===== src/rtl/cpu_bus_pkg.sv =====
// cpu_bus_pkg: shared types and default widths for the NES CPU bus unit.
// Sequencer states, pending-access kinds, default parameter values.
package cpu_bus_pkg;

  localparam int DEF_ADDR_W   = 16;
  localparam int DEF_DATA_W   = 8;
  localparam int DEF_PF_DEPTH = 4;

  typedef enum logic [1:0] {
    VEC_LO,
    VEC_HI,
    RUN
  } state_t;

  typedef enum logic [1:0] {
    NONE,
    FETCH,
    LOAD,
    STORE
  } pend_t;

endpackage


===== src/rtl/cpu_bus_fifo.sv =====
// cpu_bus_fifo: synchronous prefetch FIFO with flush.
// Pop on empty is ignored; push on full is accepted when a pop frees space.
module cpu_bus_fifo #(
  parameter int W     = 24,
  parameter int DEPTH = 4
) (
  input  logic                   clk,
  input  logic                   rst_n,
  input  logic                   flush,
  input  logic                   push,
  input  logic [W-1:0]           din,
  input  logic                   pop,
  output logic [W-1:0]           dout,
  output logic [$clog2(DEPTH):0] count,
  output logic                   full,
  output logic                   empty
);

  localparam int AW = $clog2(DEPTH);
  localparam int CW = AW + 1;

  logic [W-1:0]  mem [DEPTH];
  logic [AW-1:0] wp, rp;
  logic          do_push, do_pop;

  assign empty   = (count == '0);
  assign full    = (count == CW'(DEPTH));
  assign do_pop  = pop && !empty;
  assign do_push = push && (!full || do_pop);
  assign dout    = mem[rp];

  // storage write
  always_ff @(posedge clk) begin
    if (do_push && !flush) mem[wp] <= din;
  end

  // pointers and occupancy; flush wins
  always_ff @(posedge clk or negedge rst_n) begin
    if (!rst_n) begin
      wp    <= '0;
      rp    <= '0;
      count <= '0;
    end else if (flush) begin
      wp    <= '0;
      rp    <= '0;
      count <= '0;
    end else begin
      if (do_push) wp <= wp + 1'b1;
      if (do_pop)  rp <= rp + 1'b1;
      count <= count + CW'(do_push) - CW'(do_pop);
    end
  end

endmodule


===== src/rtl/cpu_bus_unit.sv =====
// cpu_bus_unit: fetch/load-store sequencer for one single-port bus.
// CPU_BUS_RSTVEC_EN: load PC from the reset vector before running.
import cpu_bus_pkg::*;

module cpu_bus_unit #(
  parameter int                ADDR_W   = DEF_ADDR_W,
  parameter int                DATA_W   = DEF_DATA_W,
  parameter int                PF_DEPTH = DEF_PF_DEPTH,
  parameter logic [ADDR_W-1:0] RESET_PC = 16'h0000,
  parameter logic [ADDR_W-1:0] VEC_ADDR = 16'hFFFC
) (
  input  logic              clk,
  input  logic              rst_n,
  output logic [ADDR_W-1:0] bus_addr,
  output logic              bus_en,
  output logic              bus_rw_n,
  output logic [DATA_W-1:0] bus_wdata,
  input  logic [DATA_W-1:0] bus_rdata,
  output logic              if_valid,
  output logic [DATA_W-1:0] if_data,
  output logic [ADDR_W-1:0] if_pc,
  input  logic              if_ready,
  input  logic              pc_load,
  input  logic [ADDR_W-1:0] pc_new,
  input  logic              ls_req,
  input  logic              ls_we,
  input  logic [ADDR_W-1:0] ls_addr,
  input  logic [DATA_W-1:0] ls_wdata,
  output logic              ls_ack,
  output logic [DATA_W-1:0] ls_rdata
);

  localparam int CW = $clog2(PF_DEPTH) + 1;
  localparam int FW = CW + 1;
`ifdef CPU_BUS_RSTVEC_EN
  localparam state_t START_ST = VEC_LO;
`else
  localparam state_t START_ST = RUN;
`endif

  state_t            state, state_nx;
  pend_t             pend, pend_nx;
  logic [ADDR_W-1:0] pc, pend_addr, vec_pc;
  logic              epoch, pend_ep, vec_cap;
  logic              run, redirect, ls_busy;
  logic              f_issue, f_room;
  logic              push, pop, full, empty;
  logic [CW-1:0]     count;
  logic [FW-1:0]     fill;

  assign run      = (state == RUN) && !vec_cap;
  assign redirect = run && pc_load;
  assign ls_busy  = (pend == LOAD) || (pend == STORE);
  assign fill     = FW'(count) + FW'(pend == FETCH);
  assign f_room   = fill < FW'(PF_DEPTH);

`ifdef CPU_BUS_RSTVEC_EN
  logic [DATA_W-1:0] vec_lo;

  if (ADDR_W != 2 * DATA_W) begin : g_vec_chk
    $error("CPU_BUS_RSTVEC_EN needs ADDR_W == 2*DATA_W");
  end

  // low byte returns during VEC_HI; high byte one cycle later
  always_ff @(posedge clk or negedge rst_n) begin
    if (!rst_n) begin
      vec_lo  <= '0;
      vec_cap <= 1'b0;
    end else begin
      if (state == VEC_HI) vec_lo <= bus_rdata;
      vec_cap <= (state == VEC_HI);
    end
  end

  assign vec_pc = {bus_rdata, vec_lo};
`else
  assign vec_cap = 1'b0;
  assign vec_pc  = RESET_PC;
`endif

  // slot choice and bus drive; nothing issues while in reset
  always_comb begin
    state_nx  = state;
    pend_nx   = NONE;
    f_issue   = 1'b0;
    bus_en    = 1'b0;
    bus_rw_n  = 1'b1;
    bus_wdata = '0;
    bus_addr  = pc;
    if (rst_n) begin
      unique case (state)
        VEC_LO: begin
          bus_en   = 1'b1;
          bus_addr = VEC_ADDR;
          state_nx = VEC_HI;
        end
        VEC_HI: begin
          bus_en   = 1'b1;
          bus_addr = VEC_ADDR + ADDR_W'(1);
          state_nx = RUN;
        end
        RUN: begin
          if (!vec_cap) begin
            if (ls_req && !ls_busy) begin
              pend_nx  = ls_we ? STORE : LOAD;
              bus_en   = 1'b1;
              bus_rw_n = ~ls_we;
              bus_addr = ls_addr;
              if (ls_we) bus_wdata = ls_wdata;
            end else if (f_room && !pc_load) begin
              f_issue = 1'b1;
              pend_nx = FETCH;
              bus_en  = 1'b1;
            end
          end
        end
        default: state_nx = RUN;
      endcase
    end
  end

  // state, pending slot, PC and epoch
  always_ff @(posedge clk or negedge rst_n) begin
    if (!rst_n) begin
      state     <= START_ST;
      pend      <= NONE;
      pend_addr <= '0;
      pend_ep   <= 1'b0;
      pc        <= RESET_PC;
      epoch     <= 1'b0;
    end else begin
      state <= state_nx;
      pend  <= pend_nx;
      if (f_issue) begin
        pend_addr <= pc;
        pend_ep   <= epoch;
      end
      if (vec_cap) begin
        pc <= vec_pc;
      end else if (redirect) begin
        pc    <= pc_new;
        epoch <= ~epoch;
      end else if (f_issue) begin
        pc <= pc + 1'b1;
      end
    end
  end

  assign pop  = if_ready && !redirect;
  assign push = (pend == FETCH) && (pend_ep == epoch) && !redirect
             && (!full || (pop && !empty));

  cpu_bus_fifo #(
    .W     (DATA_W + ADDR_W),
    .DEPTH (PF_DEPTH)
  ) u_fifo (
    .clk   (clk),
    .rst_n (rst_n),
    .flush (redirect),
    .push  (push),
    .din   ({pend_addr, bus_rdata}),
    .pop   (pop),
    .dout  ({if_pc, if_data}),
    .count (count),
    .full  (full),
    .empty (empty)
  );

  assign if_valid = !empty;
  assign ls_ack   = ls_busy;
  assign ls_rdata = bus_rdata;

endmodule


===== config.mk =====
export PLATFORM = sky130hd
export DESIGN_NAME = cpu_bus_unit
export DESIGN_NICKNAME = d
export VERILOG_FILES = /design/src/rtl/cpu_bus_pkg.sv /design/src/rtl/cpu_bus_fifo.sv /design/src/rtl/cpu_bus_unit.sv
export SDC_FILE = /design/constraint.sdc
export NUM_CORES = 1
export LEC_CHECK = 0
export CAP_MARGIN = 10
export CORE_MARGIN = 3
export CORE_UTILIZATION = 45
export CTS_CLUSTER_SIZE = 30
export DETAILED_ROUTE_END_ITERATION = 8
export GPL_TIMING_DRIVEN = 0
export HOLD_SLACK_MARGIN = 0.05
export PLACE_DENSITY = 0.72
export SLEW_MARGIN = 40
export SYNTH_ARGS = -nofsm -noshare
export SYNTH_HDL_FRONTEND = slang
export SYNTH_SLANG_ARGS = --single-unit

===== constraint.sdc =====
create_clock -name clk -period 4.6 [get_ports clk]
set_clock_uncertainty 0.05 [all_clocks]
set_input_delay 0.92 -clock clk [delete_from_list [all_inputs] [get_ports clk]]
set_output_delay 0.92 -clock clk [all_outputs]
set_load 0.005 [all_outputs]

* Word level (Yosys, flattened, before mapping)
Memories as Yosys holds them, arrays and structs flattened.
Index checks and enable logic that the tools add are counted.
** Storage, ports and cells
- Register bits :: 45
- Bits in latches :: 0
- Bits in writable memories :: 96
- Memory bits (read-only) :: 0
- Output and inout bits :: 60
- Word-level logic and storage cells :: 83
- Memories kept :: 1
** Cells by class
- Add/subtract/negate cells :: 6
- Multipliers :: 0
- Div/mod/pow operators :: 0
- $lt $le $gt $ge :: 1
- Equality and inequality tests :: 7
- Shifts and indexed selects :: 0
- Muxes and demuxes :: 32
- Bitwise logic cells :: 3
- Reductions and logical operators :: 24
** Memories
- u_fifo.mem :: words 4, bits a word 24, rd ports 1, clocked after Yosys merged registers in 0, write ports 1, line cpu_bus_fifo.sv:22 : logic [W-1:0] mem [DEPTH];
** Operators by type and width (count)
- 16-bit two-way mux :: 4
- 16-bit one-hot mux with 3 select lines :: 1
- 8-bit two-way mux :: 4
- 16-bit by 1-bit adder with 16-bit output (second input constant) :: 1
- 2-bit two-way mux :: 7
- 1-bit two-way mux :: 13
- 1-bit logical AND :: 10
- 2-bit == test (second input constant) :: 3
- 2-bit nonzero test :: 3
- 1-bit zero test :: 5
- 2-bit by 1-bit adder with 2-bit output (second input constant) :: 2
- 3-bit by 1-bit adder with 4-bit output :: 1
- 2-bit by 1-bit == test with 1-bit output (second input constant) :: 2
- 4-bit by 3-bit < comparator with 1-bit output (second input constant) :: 1
- 2-bit one-hot mux with 2 select lines :: 1
- 3-bit by 1-bit adder with 3-bit output :: 1
- 3-bit == test (second input constant) :: 1
- 3-bit zero test :: 1
- 3-bit two-way mux :: 1
- 1-bit inverter :: 3
- 3-bit by 1-bit subtractor with 3-bit output :: 1
- 2-bit zero test :: 1
- 1-bit logical OR :: 2
- 1-bit one-hot mux with 2 select lines :: 1
- other kinds (3) :: 3

* Longest topological paths before layout
Gate-level depths: netlist (run 1).
- Word-level depth :: 11
- Depth in mapped cells :: 12
- Gate-level depth less buffers :: 10

* Modules after synthesis
From an unflattened synthesis (run 1), not the netlist that was laid out.
** Unflattened totals
- Cell total of the unflattened synthesis :: 424
- Area, all modules :: 6169.7 µm²
** By module, submodules not included
- cpu_bus_fifo :: instances 1, cells an instance 171, area an instance 3956.3 µm²
- cpu_bus_unit :: instances 1, cells an instance 253, area an instance 2213.4 µm²

* Worst setup path before layout (run 1)
Ideal clock, no wire load.
- Kind :: in2out
- Start :: in ls_req
- End :: out bus_addr[0]
- Arrival :: 2100 ps
- Slack :: 1530 ps
- Stages on the path :: 7
- Buffers on the path :: 2
- Cell sequence :: or2b_2 -> o21ai_0 -> and2_1 -> clkbuf_1 -> buf_2 -> nor2_1 -> a31oi_1
** On the way
- Word-level cells in the longest chain between the ends :: 4
** RTL lines
- start: declaration :: line cpu_bus_unit.sv:25 : input logic ls_req,
- 1-bit logical AND :: line cpu_bus_unit.sv:104 : if (ls_req && !ls_busy) begin
- 16-bit two-way mux :: line cpu_bus_unit.sv:104
- 16-bit one-hot mux with 3 select lines :: line cpu_bus_unit.sv:91 : unique case (state)
- 16-bit two-way mux :: line cpu_bus_unit.sv:90 : if (rst_n) begin
- end: declaration :: line cpu_bus_unit.sv:14 : output logic [ADDR_W-1:0] bus_addr,
Every way passes these cells.

* Final worst setup path (run 1)
Ends and elaborated chain as after synthesis.

==> impl_metrics.yaml, run 1 <==
yosys:
  yosysSeqAreaShare: 0.643
  synth_seq_cells: 141
  synth_top_area_share: 0.462
  synth_area_leader_cell: "edfxtp_1"
  synth_async_sr_flop_share: 0.319
  ys_types: 55
  avgSynthCellArea_um2: 15.6
  ys_top_cells_by_area: "edfxtp_1, dfrtp_1, mux4_2"
  netlist_instances: 401
  syn_nets: 464
  synth_edf_count: 96
  yosys_warnings: 0
  synth.cell_area_um2: 6240
  synth_ff_type: "edfxtp_1"
floorplanning:
  start_util: 0.466
  die_area_um2: 15300
  die_h_um: 124
  placementRows: 42
  num_io_pins: 114
  coreArea_um2: 13400
  fp.dieW_um: 124
critical_path:
  path_max_fanout: 10
  cp.arrival_ns: 3.41
  reg2reg_depth: 5
  cp_cell_sequence: "clkdlybuf4s50_1 > or2b_2 > o21ai_0 > and2_1 > clkbuf_1 > buf_2 > nor2_1 > a31oi_1 > clkdlybuf4s50_1"
  crit_buf_inv: 4
  startpoint: "ls_req"
  critical_path.startpoint_type: "primary input"
  r2r_start: "state[0]$_DFFE_PN0P_"
  critPathRequiredTime_ns: 3.63
  critical_path.most_common_cell: "clkdlybuf4s50_1"
  rrSetupSlack_ns: 1.96
  crit_slowest_cell: "clkdlybuf4s50_1"
  critical_path_class: "in2out"
  reg2reg_to: "u_fifo.mem[0][11]$_DFFE_PP_"
  path_delay_family: "buffers and inverters"
  end_kind: "output port"
  slowest_delay_ns: 0.56
placement:
  portBuffers: 113
  dp.cells: 691
  gp_congestion: 0.834
  hpwl_um: 9430
  post_dp_cell_area_um2: 7620
global_route:
  grt_max_degree: 29
  grt_usage: 0.191
  antenna_found_initial: 0
  gr-total-overflow: 0
  grt_pass1_vias: 4067
  grt_pass1_wl_um: 21600
clock_tree:
  postCtsSetupRepairBufs: 0
  cts_root_buffer: "clkbuf_16"
  cts_tree: "done"
  cts_resized: 0
  clock-sinks: 141
  clockBufferDepth: 2
  path_clk_slew_ns: 0.06
  cts_hold_buf: 0
  clock_latency_ns: 0.41
  cts_inserted_buffers: 17
  htree_levels: 4
timing:
  holdWs_ns: 0.337
  setup_viol: 0
  hold_viol_final: 0
  min_period_ns: 4.38
  max_slew.worst_pin.slew_ns: 0.775
  slew_headroom: 0.483
  slew_viol_final: 0
  rsz0062_at_grt: "no"
  fmax_ghz: 0.228
  fin_crit_sh: 0.952
power_and_ir_drop:
  irDropWorstVdd_mv: 0.265
  pwr_density_cell_nw_per_um2: 520
  total_power_mw: 4.26
  total_leakage_power_nw: 2.96
routing:
  vias_per_cell: 5.36
  drc_errors: 0
  wl_um: 13600
  ant_nets: 0
  drt_first_pass_iters: 4
  wl_per_cell_um: 18.9
  via_count: 3875
  first_iter_violations: 215
hold_path:
  hold_path_class: "in2async"
cells_and_area:
  fin_cells: 723
  drive_gt1_frac: 0.203
  antennaDiodeCount: 0
  fill_cells: 1032
  synthToLayoutAreaGrowth_pct: 31.3
  finalInstanceArea_um2: 8200
  post-route-util: 0.612
  finalNetCount: 597
flow_run:
  drv_cap: 0
run_status:
  status: "finished clean"
-- synth_stat cells (all sizes together), types with 2 or more instances --
| cell type | count |
|---|---|
| clkbuf | 11 |
| nor2 | 11 |
| nand3b | 4 |
| o21ai | 24 |
| o31ai | 2 |
| inv | 9 |
| and3 | 11 |
| nand3 | 6 |
| nand2 | 32 |
| or4 | 2 |
| nor3 | 3 |
| o22a | 14 |
| and2 | 9 |
| a21oi | 4 |
| xnor2 | 12 |
| or3 | 4 |
| dfrtp | 44 |
| a211oi | 2 |
| o211ai | 2 |
| xor2 | 6 |
| a31oi | 2 |
| edfxtp | 96 |
| nand4 | 4 |
| and3b | 2 |
| a2111oi | 6 |
| buf | 19 |
| mux4 | 24 |
| ha | 8 |
| mux2 | 14 |
-- sequential cells by signal (all words and copies together), names as in the netlist, 2 cells and up --
signal / cells
u_fifo.count: 3
state: 2
pc: 16
u_fifo.mem: 96
u_fifo.wp: 2
pend: 2
u_fifo.rp: 2
pend_addr: 16
-- layout make-up --
| cell class | instances | area (µm²) | area share |
|---|---|---|---|
| well taps | 176 | 220 | 0.0269 |
| clock buffers | 21 | 460 | 0.0562 |
| multi-input cells | 220 | 2030 | 0.248 |
| flip-flops and latches | 141 | 4010 | 0.489 |
| inverters | 10 | 37.5 | 0.00458 |
| clock inverters | 11 | 116 | 0.0142 |
| repair buffers | 114 | 1150 | 0.140 |
| plain buffers | 30 | 170 | 0.0208 |
-- metal layers --
layer,vias up,routed length [µm],GRT usage
met5,-,0,0
met4,0,252,0.0595
met3,22,707,0.0500
met2,130,6850,0.315
met1,1930,5820,0.250
li1,1793,-,-
-- report_power, final --
group,internal (mW),leakage (nW),switching [mW]
clock,0.824,0.283,0.488
sequential,1.61,1.42,0.193
combinational,0.653,1.26,0.493
total,3.09,2.96,1.17
-- stage by stage --
stage / setup TNS (ns) / worst slack [ns]
after floorplan: 0 / 1.53
after global placement: -30.56 / -1.32
after detailed placement: 0 / 0.234
after CTS: 0 / 0.209
after global routing: 0 / 0.0447
final: 0 / 0.221
-- cells by family (layout without fill, tap and decap cells) --
kind of cell               count (synthesis)  in the layout  synth area share
buffers and inverters                     40            186            0.0333
muxes                                     39             39             0.113
and+or+nand+nor                           92             92            0.0830
adders and majority gates                  9              9            0.0193
DFF                                      141            141             0.643
AOI/OAI and AO/OA                         62             62            0.0830
xor gates and xnor gates                  18             18            0.0253
-- worst register-to-register path, stage by stage, from the launching register on --
cell and delay (ns):
dfrtp_1 0.43, inv_1 0.14, and3_1 0.18, clkbuf_1 0.17
nor3_2 0.56, and2_2 0.73
-- how the worst max path moves through the flow --
stage	to	slack (ns)	cells past startpoint
after floorplan	bus_addr[0]	1.53	7
after global placement	bus_addr[6]	-1.32	7
after detailed placement	bus_addr[0]	0.23	9
after CTS	bus_addr[0]	0.21	9
after global routing	bus_addr[0]	0.04	9
final	bus_addr[0]	0.22	9
-- placed cells by master, fill, tap and decap left out, drive strengths merged, types with 2 or more instances in the layout --
cell type	count
a21oi	4
clkbuf	32
nand4	4
edfxtp	96
or4	2
and2	9
a211oi	2
mux2	14
nor3	3
nand3b	4
clkinv	7
or3	4
bufinv	2
clkdlybuf4s50	112
nand3	6
mux4	24
o211ai	2
a2111oi	6
a31oi	2
nand2	32
ha	8
o21ai	24
buf	21
o22a	14
o31ai	2
xnor2	12
and3	11
nor2	11
and3b	2
dfrtp	44
inv	11
xor2	6
(Power assumes the default switching activity.)
==> run 2, diff against run 1 <==
Settings changed: SLEW_MARGIN 40 to 20.
==> run 2 against run 1 <==
  * Wire length down 1.6%
  * Critical path type unchanged
  * Sequential share of layout area shrank 0.11 points
  * Worst hold slack improved by 0.067 ns
  * Highest routed layer unchanged
  * Via count shrank 0.10%
==> impl_metrics.yaml, run 2 (same netlist as run 1, synthesis figures left out) <==
run_status:
  status: "finished clean"
timing:
  rsz0062_at_grt: "no"
  slew_headroom: 0.318
  slew_viol_final: 0
  min_period_ns: 4.38
  fin_tns_setup_ns: 0
  fmax_ghz: 0.228
  hold_viol_final: 0
  max_slew.worst_pin.slew_ns: 1.01
  setup_viol: 0
  fin_crit_sh: 0.953
routing:
  ant_nets: 0
  first_iter_violations: 198
  via_count: 3871
  drc_errors: 0
  wl_um: 13400
  wl_per_cell_um: 18.6
  vias_per_cell: 5.35
  drt_first_pass_iters: 4
cells_and_area:
  finalInstanceArea_um2: 8210
  multiInputGateArea_um2: 2030
  finalNetCount: 597
  synthToLayoutAreaGrowth_pct: 31.6
  regMostFlops: "u_fifo.mem"
  final_cell_mix: "clkdlybuf4s50_1, edfxtp_1, dfrtp_1"
  fill_cells: 1030
  ff_latch_area_um2: 4010
  antennaDiodeCount: 0
  largest_reg_flops: 96
  final_common_cell: "clkdlybuf4s50_1"
  post-route-util: 0.613
  drive_gt1_frac: 0.203
  largestRegisters: "u_fifo.mem x96, pc x16, pend_addr x16"
floorplanning:
  coreArea_um2: 13400
  placementRows: 42
  start_util: 0.466
  fp.dieW_um: 124
  die_area_um2: 15300
  die_h_um: 124
  num_io_pins: 114
clock_tree:
  postCtsSetupRepairBufs: 0
  path_clk_slew_ns: 0.06
  clock_latency_ns: 0.41
  cts_hold_buf: 0
  htree_levels: 4
  cts_root_buffer: "clkbuf_16"
  cts_resized: 0
  clockBufferDepth: 2
  cts_inserted_buffers: 17
  cts_tree: "done"
  clock-sinks: 141
power_and_ir_drop:
  irDropWorstVdd_mv: 0.261
  total_leakage_power_nw: 2.97
  total_power_mw: 4.32
  pwr_density_cell_nw_per_um2: 526
critical_path:
  reg2reg_depth: 5
  critical_path.most_common_cell: "clkdlybuf4s50_1"
  slowest_delay_ns: 0.55
  cp.arrival_ns: 3.41
  end_kind: "output port"
  critical_path_class: "in2out"
  critPathRequiredTime_ns: 3.63
  path_max_fanout: 10
  cp_cell_sequence: "clkdlybuf4s50_1 > or2b_2 > o21ai_0 > and2_1 > clkbuf_1 > buf_2 > nor2_1 > a31oi_1 > clkdlybuf4s50_1"
  crit_slowest_cell: "clkdlybuf4s50_1"
  critical_path.startpoint_type: "primary input"
global_route:
  grt_pass1_wl_um: 21400
  grt_usage: 0.190
  grt_pass1_vias: 3994
  grt_max_degree: 29
  antenna_found_initial: 0
  gr-total-overflow: 0
hold_path:
  hold_path_class: "in2async"
placement:
  hpwl_um: 9390
  post_dp_cell_area_um2: 7610
  gp_congestion: 0.834
  portBuffers: 113
flow_run:
  drv_cap: 0
-- run 2: cell types whose count changed in the layout (fill, tap and decap cells not counted) --
cell	previous run	this run
nor3_1	2	3
nor3_2	1	0
bufinv_16	2	3
clkinv_4	1	2
buf_4	9	8
clkbuf_1	12	13
buf_2	9	10
clkinv_1	3	1
inv_6	2	1
-- run 2: path summary, 6_finish.rpt --
check                                startpoint                    endpoint  slack [ns]
min                                       rst_n           epoch$_DFFE_PN0P_        0.40
min reg2reg                   epoch$_DFFE_PN0P_           epoch$_DFFE_PN0P_        0.46
max                                      ls_req                 bus_addr[0]        0.22
max in group asynchronous                 rst_n        state[1]$_DFFE_PN1P_        3.52
min in group clk              epoch$_DFFE_PN0P_           epoch$_DFFE_PN0P_        0.46
max reg2reg                state[0]$_DFFE_PN0P_  u_fifo.mem[1][6]$_DFFE_PP_        1.64
-- run 2: area by class of cell --
type,instances,area share
Timing Repair Buffer,114,0.140
Buffer,30,0.0207
Tap cell,176,0.0268
Multi-Input combinational cell,220,0.247
Inverter,10,0.00457
Sequential cell,141,0.488
Clock inverter,10,0.0169
Clock buffer,22,0.0565
-- run 2: routing by layer --
| layer | GRT usage | wire [µm] |
|---|---|---|
| met1 | 0.254 | 5810 |
| met2 | 0.305 | 6610 |
| met3 | 0.0572 | 840 |
| met4 | 0.0498 | 158 |
| met5 | 0 | 0 |
-- run 2: where the power goes --
group	leakage (nW)	switching (mW)	internal (mW)	total, mW
clock	0.294	0.498	0.882	1.38
sequential	1.42	0.191	1.61	1.80
combinational	1.25	0.487	0.652	1.14
total	2.97	1.18	3.15	4.32
-- run 2: through the flow --
| stage | hold slack, ns | instances | worst slack, ns |
|---|---|---|---|
| after floorplan | 0.421 | 401 | 1.53 |
| after global placement | 0.429 | 690 | -1.32 |
| after detailed placement | 0.450 | 691 | 0.198 |
| after CTS | 0.409 | 723 | 0.172 |
| after global routing | 0.411 | 723 | 0.0361 |
| final | 0.404 | 723 | 0.217 |
-- run 2: critical path: cells and delay by family --
kind | cells | cell delay (ns)
buf+inv | 4 | 1.53
compound gates | 2 | 0.38
simple gates | 3 | 0.56
==> run 3, diff against run 2 <==
Settings changed: CTS_BUF_LIST from default to sky130_fd_sc_hd__clkbuf_8, CTS_CLUSTER_DIAMETER from default to 60, PLACE_DENSITY 0.72 to 0.66.
==> run 3 against run 2 <==
  * Cell area is 2.7% lower
  * Worst setup slack better by 0.034 ns
  * Combinational power hardly changed
  * Critical path depth stayed put
  * Count of clock-buffer cells in the layout is 5 lower
  * Global-route usage is 0.25 points lower
==> impl_metrics.yaml, run 3 (same netlist as run 1, synthesis figures left out) <==
run_status:
  status: "finished clean"
cells_and_area:
  largest_reg_flops: 96
  largestRegisters: "u_fifo.mem x96, pc x16, pend_addr x16"
  finalNetCount: 597
  multiInputGateArea_um2: 2030
  regMostFlops: "u_fifo.mem"
  fill_cells: 1051
  final_cell_mix: "clkdlybuf4s50_1, edfxtp_1, dfrtp_1"
  drive_gt1_frac: 0.205
  antennaDiodeCount: 0
  synthToLayoutAreaGrowth_pct: 28.1
  ff_latch_area_um2: 4010
  final_common_cell: "clkdlybuf4s50_1"
timing:
  fin_crit_sh: 0.945
  rsz0062_at_grt: "no"
  fin_tns_setup_ns: 0
  max_slew.worst_pin.slew_ns: 1.01
  slew_headroom: 0.321
  hold_viol_final: 0
  slew_viol_final: 0
  fmax_ghz: 0.230
  min_period_ns: 4.35
  setup_viol: 0
critical_path:
  cp_cell_sequence: "clkdlybuf4s50_1 > or2b_2 > o21ai_0 > and2_1 > clkbuf_1 > buf_2 > nor2_1 > a31oi_1 > clkdlybuf4s50_1"
  crit_slowest_cell: "clkdlybuf4s50_1"
  crit_buf_inv: 4
  slowest_delay_ns: 0.53
  critical_path.startpoint_type: "primary input"
  end_kind: "output port"
  critical_path_class: "in2out"
  path_delay_family: "buffers and inverters"
  rrSetupSlack_ns: 1.61
  cp.arrival_ns: 3.38
  path_max_fanout: 10
  critPathRequiredTime_ns: 3.63
  critical_path.most_common_cell: "clkdlybuf4s50_1"
routing:
  maxUsedRoutingLayer: "met4"
  ant_nets: 0
  wl_um: 13400
  drc_errors: 0
  wl_met3_um: 718
  first_iter_violations: 258
  drt_first_pass_iters: 4
  route.met2.wl_um: 6510
  wl_per_cell_um: 18.6
  via_count: 3830
  vias_per_cell: 5.30
  wl_met1_um: 5930
hold_path:
  hold_path_class: "in2async"
global_route:
  grt_max_degree: 27
  gr-total-overflow: 0
  grt_pass1_wl_um: 21400
  grt_pass1_vias: 3956
  antenna_found_initial: 0
  grt_usage: 0.187
clock_tree:
  cts_inserted_buffers: 17
  cts_tree: "done"
  cts_hold_buf: 0
  clock-sinks: 141
  path_clk_slew_ns: 0.08
  clockBufferDepth: 2
  postCtsSetupRepairBufs: 0
  cts_resized: 0
  cts_root_buffer: "clkbuf_8"
  clock_latency_ns: 0.43
  htree_levels: 4
floorplanning:
  fp.dieW_um: 124
  die_h_um: 124
  num_io_pins: 114
  die_area_um2: 15300
  start_util: 0.466
  coreArea_um2: 13400
  placementRows: 42
placement:
  hpwl_um: 9470
  gp_congestion: 0.823
  portBuffers: 113
power_and_ir_drop:
  pwr_density_cell_nw_per_um2: 485
  irDropWorstVdd_mv: 0.195
  total_leakage_power_nw: 2.86
  total_power_mw: 3.87
flow_run:
  drv_cap: 0
run 3: cell count changes in the layout (fill, tap and decap cells not counted), sizes merged:
cell      delta
clkinv       -1
clkbuf       -5
inv          +4
bufinv       -1
clkinvlp     +3
run 3: worst reg2reg max path, cell delays in order, from the launching register on:
cell and delay (ns):
dfrtp_1 0.45, inv_1 0.14, and3_1 0.18, clkbuf_1 0.17, nor3_1 0.85, and2_2 0.77
run 3: layer usage:
metal	GRT usage	vias up
li1	-	1797
met1	0.248	1892
met2	0.303	122
met3	0.0454	19
met4	0.0657	0
met5	0	-
run 3: worst paths after layout:
path,depth (start not counted),to,startpoint
max,9,bus_addr[0],ls_req
min,1,pend_addr[2]$_DFFE_PN0P_,rst_n
max reg2reg,5,u_fifo.mem[0][12]$_DFFE_PP_,state[0]$_DFFE_PN0P_
min reg2reg,0,u_fifo.mem[0][14]$_DFFE_PP_,pend_addr[6]$_DFFE_PN0P_
max in group asynchronous,2,pc[7]$_DFFE_PN0P_,rst_n
min in group clk,0,u_fifo.mem[0][14]$_DFFE_PP_,pend_addr[6]$_DFFE_PN0P_
run 3: metrics by stage:
stage	utilization	hold slack [ns]	setup WS, ns	cell area (µm²)	std cells
after floorplan	-	0.421	1.53	6240	401
after global placement	0.566	0.435	-1.26	7590	690
after detailed placement	0.568	0.451	0.288	7610	691
after CTS	0.596	0.389	0.266	7990	723
after global routing	0.596	0.413	0.0985	7990	723
final	0.596	0.404	0.251	7990	723
run 3: report_power, final:
| part | switching (mW) | internal [mW] | leakage [nW] |
|---|---|---|---|
| Combinational | 0.484 | 0.651 | 1.25 |
| Clock | 0.462 | 0.480 | 0.191 |
| Sequential | 0.186 | 1.61 | 1.42 |
run 3: layout make-up:
cell class                      count  area share
Buffer                             30      0.0213
Clock buffer                       17      0.0293
Inverter                           10     0.00470
Timing Repair Buffer              114       0.143
Multi-Input combinational cell    220       0.254
Clock inverter                     15      0.0185
Sequential cell                   141       0.502
Tap cell                          176      0.0276
